==> src/rtl/apb_cpu_core.sv <==
// apb_cpu_core: 16-bit multicycle RISC CPU, sole APB master of a unified RAM.
// Ports: clk, reset (sync, active-high); APB master paddr/pwrite/psel/penable/
// pwdata out, prdata/pready in. Optional debug ports under CPU_DBG_PORT_EN:
// dbg_sel in, dbg_reg/dbg_pc/dbg_fetch out.
module apb_cpu_core #(
  parameter logic [15:0] RESET_PC = 16'h0000
) (
`ifdef CPU_DBG_PORT_EN
  input  logic [2:0]  dbg_sel,
  output logic [15:0] dbg_reg,
  output logic [15:0] dbg_pc,
  output logic        dbg_fetch,
`endif
  input  logic        clk,
  input  logic        reset,
  output logic [15:0] paddr,
  output logic        pwrite,
  output logic        psel,
  output logic        penable,
  output logic [15:0] pwdata,
  input  logic [15:0] prdata,
  input  logic        pready
);

  typedef enum logic [2:0] {
    RST_S, FETCH_S, FETCH_A, EXEC, MEM_S, MEM_A
  } state_t;

  localparam logic [2:0] OP_ADD  = 3'd0;
  localparam logic [2:0] OP_ADDI = 3'd1;
  localparam logic [2:0] OP_SUB  = 3'd2;
  localparam logic [2:0] OP_NAND = 3'd3;
  localparam logic [2:0] OP_BNE  = 3'd4;
  localparam logic [2:0] OP_LW   = 3'd5;
  localparam logic [2:0] OP_SW   = 3'd6;
  localparam logic [2:0] OP_JALR = 3'd7;

  state_t      r_state;
  logic [15:0] r_pc;
  logic [15:0] r_ir;
  logic [15:0] r_regs [8];

  logic [2:0]  w_op, w_ra, w_rb, w_rc;
  logic [15:0] w_imm, w_a, w_b, w_c;
  logic [15:0] w_pc1, w_ea, w_res, w_npc;
  logic        w_we, w_mem;

  assign w_op  = r_ir[15:13];
  assign w_ra  = r_ir[12:10];
  assign w_rb  = r_ir[9:7];
  assign w_rc  = r_ir[6:4];
  assign w_imm = {{9{r_ir[6]}}, r_ir[6:0]};
  // r0 is never written, so reading it always yields 0
  assign w_a   = r_regs[w_ra];
  assign w_b   = r_regs[w_rb];
  assign w_c   = r_regs[w_rc];
  assign w_pc1 = r_pc + 16'd1;
  assign w_ea  = w_b + w_imm;
  assign w_mem = (w_op == OP_LW) || (w_op == OP_SW);

  always_comb begin
    w_res = 16'h0000;
    w_npc = w_pc1;
    w_we  = 1'b1;
    unique case (w_op)
      OP_ADD:  w_res = w_b + w_c;
      OP_ADDI: w_res = w_ea;
      OP_SUB:  w_res = w_b - w_c;
      OP_NAND: w_res = ~(w_b & w_c);
      OP_BNE: begin
        w_we = 1'b0;
        if (w_a != w_b) w_npc = w_pc1 + w_imm;
      end
      OP_JALR: begin
        w_res = w_pc1;
        w_npc = w_ea;
      end
      default: w_we = 1'b0;
    endcase
  end

  // APB outputs are registered: each transition sets them for the
  // phase being entered. RST_S keeps the bus idle until reset drops.
  always_ff @(posedge clk) begin
    if (reset) begin
      r_state <= RST_S;
      r_pc    <= RESET_PC;
      r_ir    <= 16'h0000;
      for (int i = 0; i < 8; i++) r_regs[i] <= 16'h0000;
      psel    <= 1'b0;
      penable <= 1'b0;
      pwrite  <= 1'b0;
      paddr   <= 16'h0000;
      pwdata  <= 16'h0000;
    end else begin
      unique case (r_state)
        RST_S: begin
          psel    <= 1'b1;
          penable <= 1'b0;
          pwrite  <= 1'b0;
          paddr   <= r_pc;
          r_state <= FETCH_S;
        end
        FETCH_S: begin
          penable <= 1'b1;
          r_state <= FETCH_A;
        end
        FETCH_A: begin
          if (pready) begin
            r_ir    <= prdata;
            psel    <= 1'b0;
            penable <= 1'b0;
            r_state <= EXEC;
          end
        end
        EXEC: begin
          psel <= 1'b1;
          if (w_mem) begin
            paddr  <= w_ea;
            pwrite <= (w_op == OP_SW);
            if (w_op == OP_SW) pwdata <= w_a;
            r_state <= MEM_S;
          end else begin
            if (w_we && w_ra != 3'd0) r_regs[w_ra] <= w_res;
            r_pc    <= w_npc;
            paddr   <= w_npc;
            pwrite  <= 1'b0;
            r_state <= FETCH_S;
          end
        end
        MEM_S: begin
          penable <= 1'b1;
          r_state <= MEM_A;
        end
        MEM_A: begin
          if (pready) begin
            if (w_op == OP_LW && w_ra != 3'd0)
              r_regs[w_ra] <= prdata;
            r_pc    <= w_pc1;
            paddr   <= w_pc1;
            pwrite  <= 1'b0;
            penable <= 1'b0;
            r_state <= FETCH_S;
          end
        end
        default: r_state <= RST_S;
      endcase
    end
  end

`ifdef CPU_DBG_PORT_EN
  assign dbg_reg   = r_regs[dbg_sel];
  assign dbg_pc    = r_pc;
  assign dbg_fetch = (r_state == FETCH_S);
`endif

endmodule

==> config.mk <==
export PLATFORM = sky130hd
export DESIGN_NAME = apb_cpu_core
export DESIGN_NICKNAME = d
export VERILOG_FILES = /design/src/rtl/apb_cpu_core.sv
export SDC_FILE = /design/constraint.sdc
export NUM_CORES = 1
export LEC_CHECK = 0
export ABC_AREA = 1
export CAP_MARGIN = 20
export CELL_PAD_IN_SITES_DETAIL_PLACEMENT = 1
export CELL_PAD_IN_SITES_GLOBAL_PLACEMENT = 1
export CORE_MARGIN = 2
export CORE_UTILIZATION = 49
export CTS_CLUSTER_SIZE = 28
export DETAILED_ROUTE_END_ITERATION = 10
export PLACE_DENSITY = 0.95
export SLEW_MARGIN = 20
export SYNTH_ARGS = -nofsm -noshare
export SYNTH_HDL_FRONTEND = slang
export SYNTH_SLANG_ARGS = --single-unit
==> constraint.sdc <==
create_clock -name clk -period 8.4 [get_ports clk]
set_input_delay 1.26 -clock clk [delete_from_list [all_inputs] [get_ports clk]]
set_output_delay 1.26 -clock clk [all_outputs]
set_load 0.05 [all_outputs]
==> flow_metrics.tcl <==
set metrics [dict create \
    status "finished, final reports clean" \
    clk_pin_slew_ns 0.07 \
    coreArea_um2 32700 \
    max_stage_delay_ns 0.79 \
    cts_setup_buffers 0 \
    final_net_count 2630 \
    netlist_area_um2 16360 \
    grt_pass1_wl_um 109500 \
    worst_pin_slew_ns 1.147 \
    area.growth.synth_to_final_pct 9.723 \
    drv_slew 0 \
    vdd_drop_max_uv 159.0 \
    grt_overflow_total 0 \
    finalHoldViolCount 0 \
    insertion_delay_ns 0.58 \
    cts_root_buf "clkbuf_16" \
    dp_hpwl_um 49500 \
    drt_iter0_drc 2095 \
    powerDensity_nw_per_um2 213.5 \
    cts_max_path_buffers 3 \
    path_depth 22 \
    seqPwrFrac_pct 30.9 \
    h-tree-depth 1 \
    min-delay-start "paddr[11]$_SDFFE_PP0P_" \
    drt-total-wl_um 70990 \
    grt_setup_unrepaired "no" \
    switching_share_pct 43.61 \
    min_period_over_period_pct 69.89 \
    ant_nets 0 \
    worst_hold_path_type "reg2reg" \
    grt_max_degree 65 \
    cts-hold-fix-buffers 0 \
    async_reset_ff_share_pct 0 \
    seq_area_frac_synth_pct 33.17 \
    finClkSkew_ns 0.01639 \
    max_cap_violations 0 \
    drive_gt1_share_pct 4.110 \
    cp_cell_sequence "clkinv_1 > o21ai_0 > inv_1 > ha_1 > o21ai_0 > inv_1 > fa_1 > nand3b_1 > nand2_1 > nand2_1 > nand2_1 > a21oi_1 > o21ai_0 > inv_1 > nor2_1 > nor2_1 > o21ai_0 > nand2_1 > nand3_1 > nand3_1 > nor2_1 > nor2_1" \
    start_kind "flop" \
    grt.total_usage_pct 40.02 \
    crit_slowest_cell "o21ai_0" \
    cts_tree "yes" \
    wl_per_cell_um 23.49 \
    holdPathStages 2 \
    power_mw 3.831 \
    fin_crit_ns 5.871 \
    post-route-drc-count 0 \
    cts_repair_resize_count 0 \
    place.gp.congestion 0.9410 \
    dr.pass1.iters 5 \
    synthCells 2558 \
    fmax_mhz 170.3 \
    viasPerCell 6.204 \
    ys_dominant_reg_cell "edfxtp_1" \
    yosysWarnings 0 \
    endpoint_kind "flop" \
    setup_violations 0 \
    reg2reg_depth 22 \
    ys_ff_latch 207 \
    tns_ns 0 \
    yosysUniqueCellTypes 49 \
    timing.slew.headroom_pct 23.34 \
    die_y_um 186.7 \
    die_x_um 186.7 \
    p_clk_share_pct 28.3 \
    power_switching_mw 1.671 \
    dieArea_um2 34860 \
    num_vias 18750 \
    portBuffers 53 \
    syn_area_per_cell_um2 6.394 \
    synth_edf_count 128 \
    leakage_nw 8.547 \
    num_rows 66 \
    cts_buffers 25 \
    p_comb_share_pct 40.8 \
    crit_path_max_fanout 19 \
    antenna_found_initial 2 \
    arrival_ns 6.16 \
    critical_path_required_ns 8.69 \
    cts.sinks 207 \
    start_util_pct 50.02 \
    crit_buf_inv 4 \
    finalHoldWorstSlack_ns 0.4663 \
    p_int_mw 2.160 \
    io_pins 54 \
    grt_pass1_vias 19360 \
    critPathKind "reg2reg" \
    cp_top_family "compound AO/OA/AOI/OAI gates" \
]
## registers in the layout, summed over array words and instances (netlist names), named ones only
register and count:
r_pc 16, penable 1, pwrite 1, psel 1
r_state 3, r_ir 16, r_regs 128, pwdata 16
paddr 16
## metrics by stage
stage / area, um^2 / util, % / cells / setup WS [ns]
after floorplan: 16410 / - / 2573 / 4.335
after global placement: 17110 / 52.33 / 2973 / 2.872
after detailed placement: 17130 / 52.38 / 2974 / 2.608
after CTS: 17930 / 54.82 / 3020 / 2.620
after global routing: 17940 / 54.87 / 3021 / 2.128
final: 17950 / 54.88 / 3022 / 2.529
## cell families after synthesis
group	share of synthesized area, %
AOI/OAI and AO/OA	14.32
other	0.02293
and+or+nand+nor	34.79
xor gates and xnor gates	2.463
DFF	33.17
adders and majority gates	4.039
buffers and inverters	11.19
## placed cells by master (no fill, tap or decap), types with 3 or more instances in the layout
cell,n
o21ai_1,7
ha_1,48
conb_1,16
buf_4,29
o2111ai_1,4
xor2_1,35
a21oi_2,6
a21oi_1,194
o21a_1,3
nor3_2,3
clkdlybuf4s50_1,52
and2_1,3
nand2_1,871
edfxtp_1,128
dfxtp_1,76
xnor2_1,11
nand3b_1,4
nand4_1,6
a21o_1,6
clkbuf_16,25
nor2_1,137
fa_1,3
a211oi_1,4
or2_2,5
dfxtp_2,3
o21bai_1,5
o21ai_0,157
inv_2,6
inv_1,314
clkinv_2,4
clkbuf_1,7
nand3_1,320
a31oi_1,14
nor3_1,14
clkinv_1,3
clkbuf_8,6
o211ai_1,18
## worst min-delay path, stage by stage (launching register included)
cell,delay [ns]
dfxtp_1,0.31
nand2_1,0.06
a21oi_1,0.05
## cell type report
class / count / area [um^2]
clock inverter: 8 / 62.56
sequential: 207 / 5429
multi-input combinational: 1919 / 9179
antenna: 1 / 2.502
tap: 442 / 553.0
clock buffer: 38 / 734.5
timing repair buffer: 84 / 773.2
fill: 4531 / 14760
inverter: 323 / 1212
## synthesized netlist by cell type (2+ instances only)
| library cell | instances | area, um^2 |
|---|---|---|
| nor3_2 | 3 | 30.03 |
| buf_1 | 11 | 41.29 |
| o21a_1 | 3 | 22.52 |
| nand2_1 | 872 | 3273 |
| buf_2 | 38 | 190.2 |
| a31o_2 | 2 | 17.52 |
| a21oi_2 | 6 | 52.55 |
| clkinv_1 | 3 | 11.26 |
| ha_1 | 48 | 600.6 |
| a31oi_1 | 14 | 87.58 |
| o21ai_0 | 157 | 785.8 |
| o21bai_1 | 5 | 37.54 |
| nor2_1 | 139 | 521.8 |
| dfxtp_1 | 79 | 1582 |
| inv_1 | 314 | 1179 |
| o31ai_1 | 2 | 15.01 |
| or2_2 | 5 | 31.28 |
| nor3_1 | 15 | 75.07 |
| xnor2_1 | 11 | 96.34 |
| o21ai_1 | 8 | 40.04 |
| buf_6 | 8 | 90.09 |
| nor2_4 | 2 | 22.52 |
| o22ai_1 | 2 | 12.51 |
| a21oi_1 | 194 | 970.9 |
| a211oi_1 | 4 | 30.03 |
| xor2_1 | 35 | 306.5 |
| edfxtp_1 | 128 | 3844 |
| nor4_1 | 2 | 12.51 |
| nand3_1 | 320 | 1602 |
| inv_2 | 6 | 22.52 |
| fa_1 | 3 | 60.06 |
| nand4_1 | 6 | 37.54 |
| nand3b_1 | 4 | 30.03 |
| and2_1 | 3 | 18.77 |
| buf_4 | 12 | 90.09 |
| o2111ai_1 | 4 | 35.03 |
| a21o_1 | 6 | 45.04 |
| o211ai_1 | 18 | 135.1 |
| a221o_1 | 2 | 20.02 |
| clkbuf_1 | 55 | 206.5 |
## path summary, 6_finish.rpt
path                            endpoint  slack (ns)
min reg2reg       paddr[11]$_SDFFE_PP0P_        0.47
max reg2reg  r_regs[3][12]$_SDFFCE_PN0P_        2.53
max          r_regs[3][12]$_SDFFCE_PN0P_        2.53
min               paddr[11]$_SDFFE_PP0P_        0.47
## power groups by stage
stage	combinational, mW	sequential (mW)	clock (mW)
3_5_place_dp	1.49	1.20	0
6_report	1.56	1.18	1.08
3_3_place_gp	1.44	1.20	0
5_1_grt	1.68	1.19	1.12
2_1_floorplan	0.966	1.22	0
4_1_cts	1.51	1.18	1.09
## layer usage
layer	track usage, %	up-vias	routed length (um)
met5	0	-	13
met4	23.26	2	4201
met3	8.238	296	8015
met2	62.32	1192	30860
met1	51.56	8935	27900
li1	-	8323	-
No activity file was read; power rests on OpenSTA's default activity.
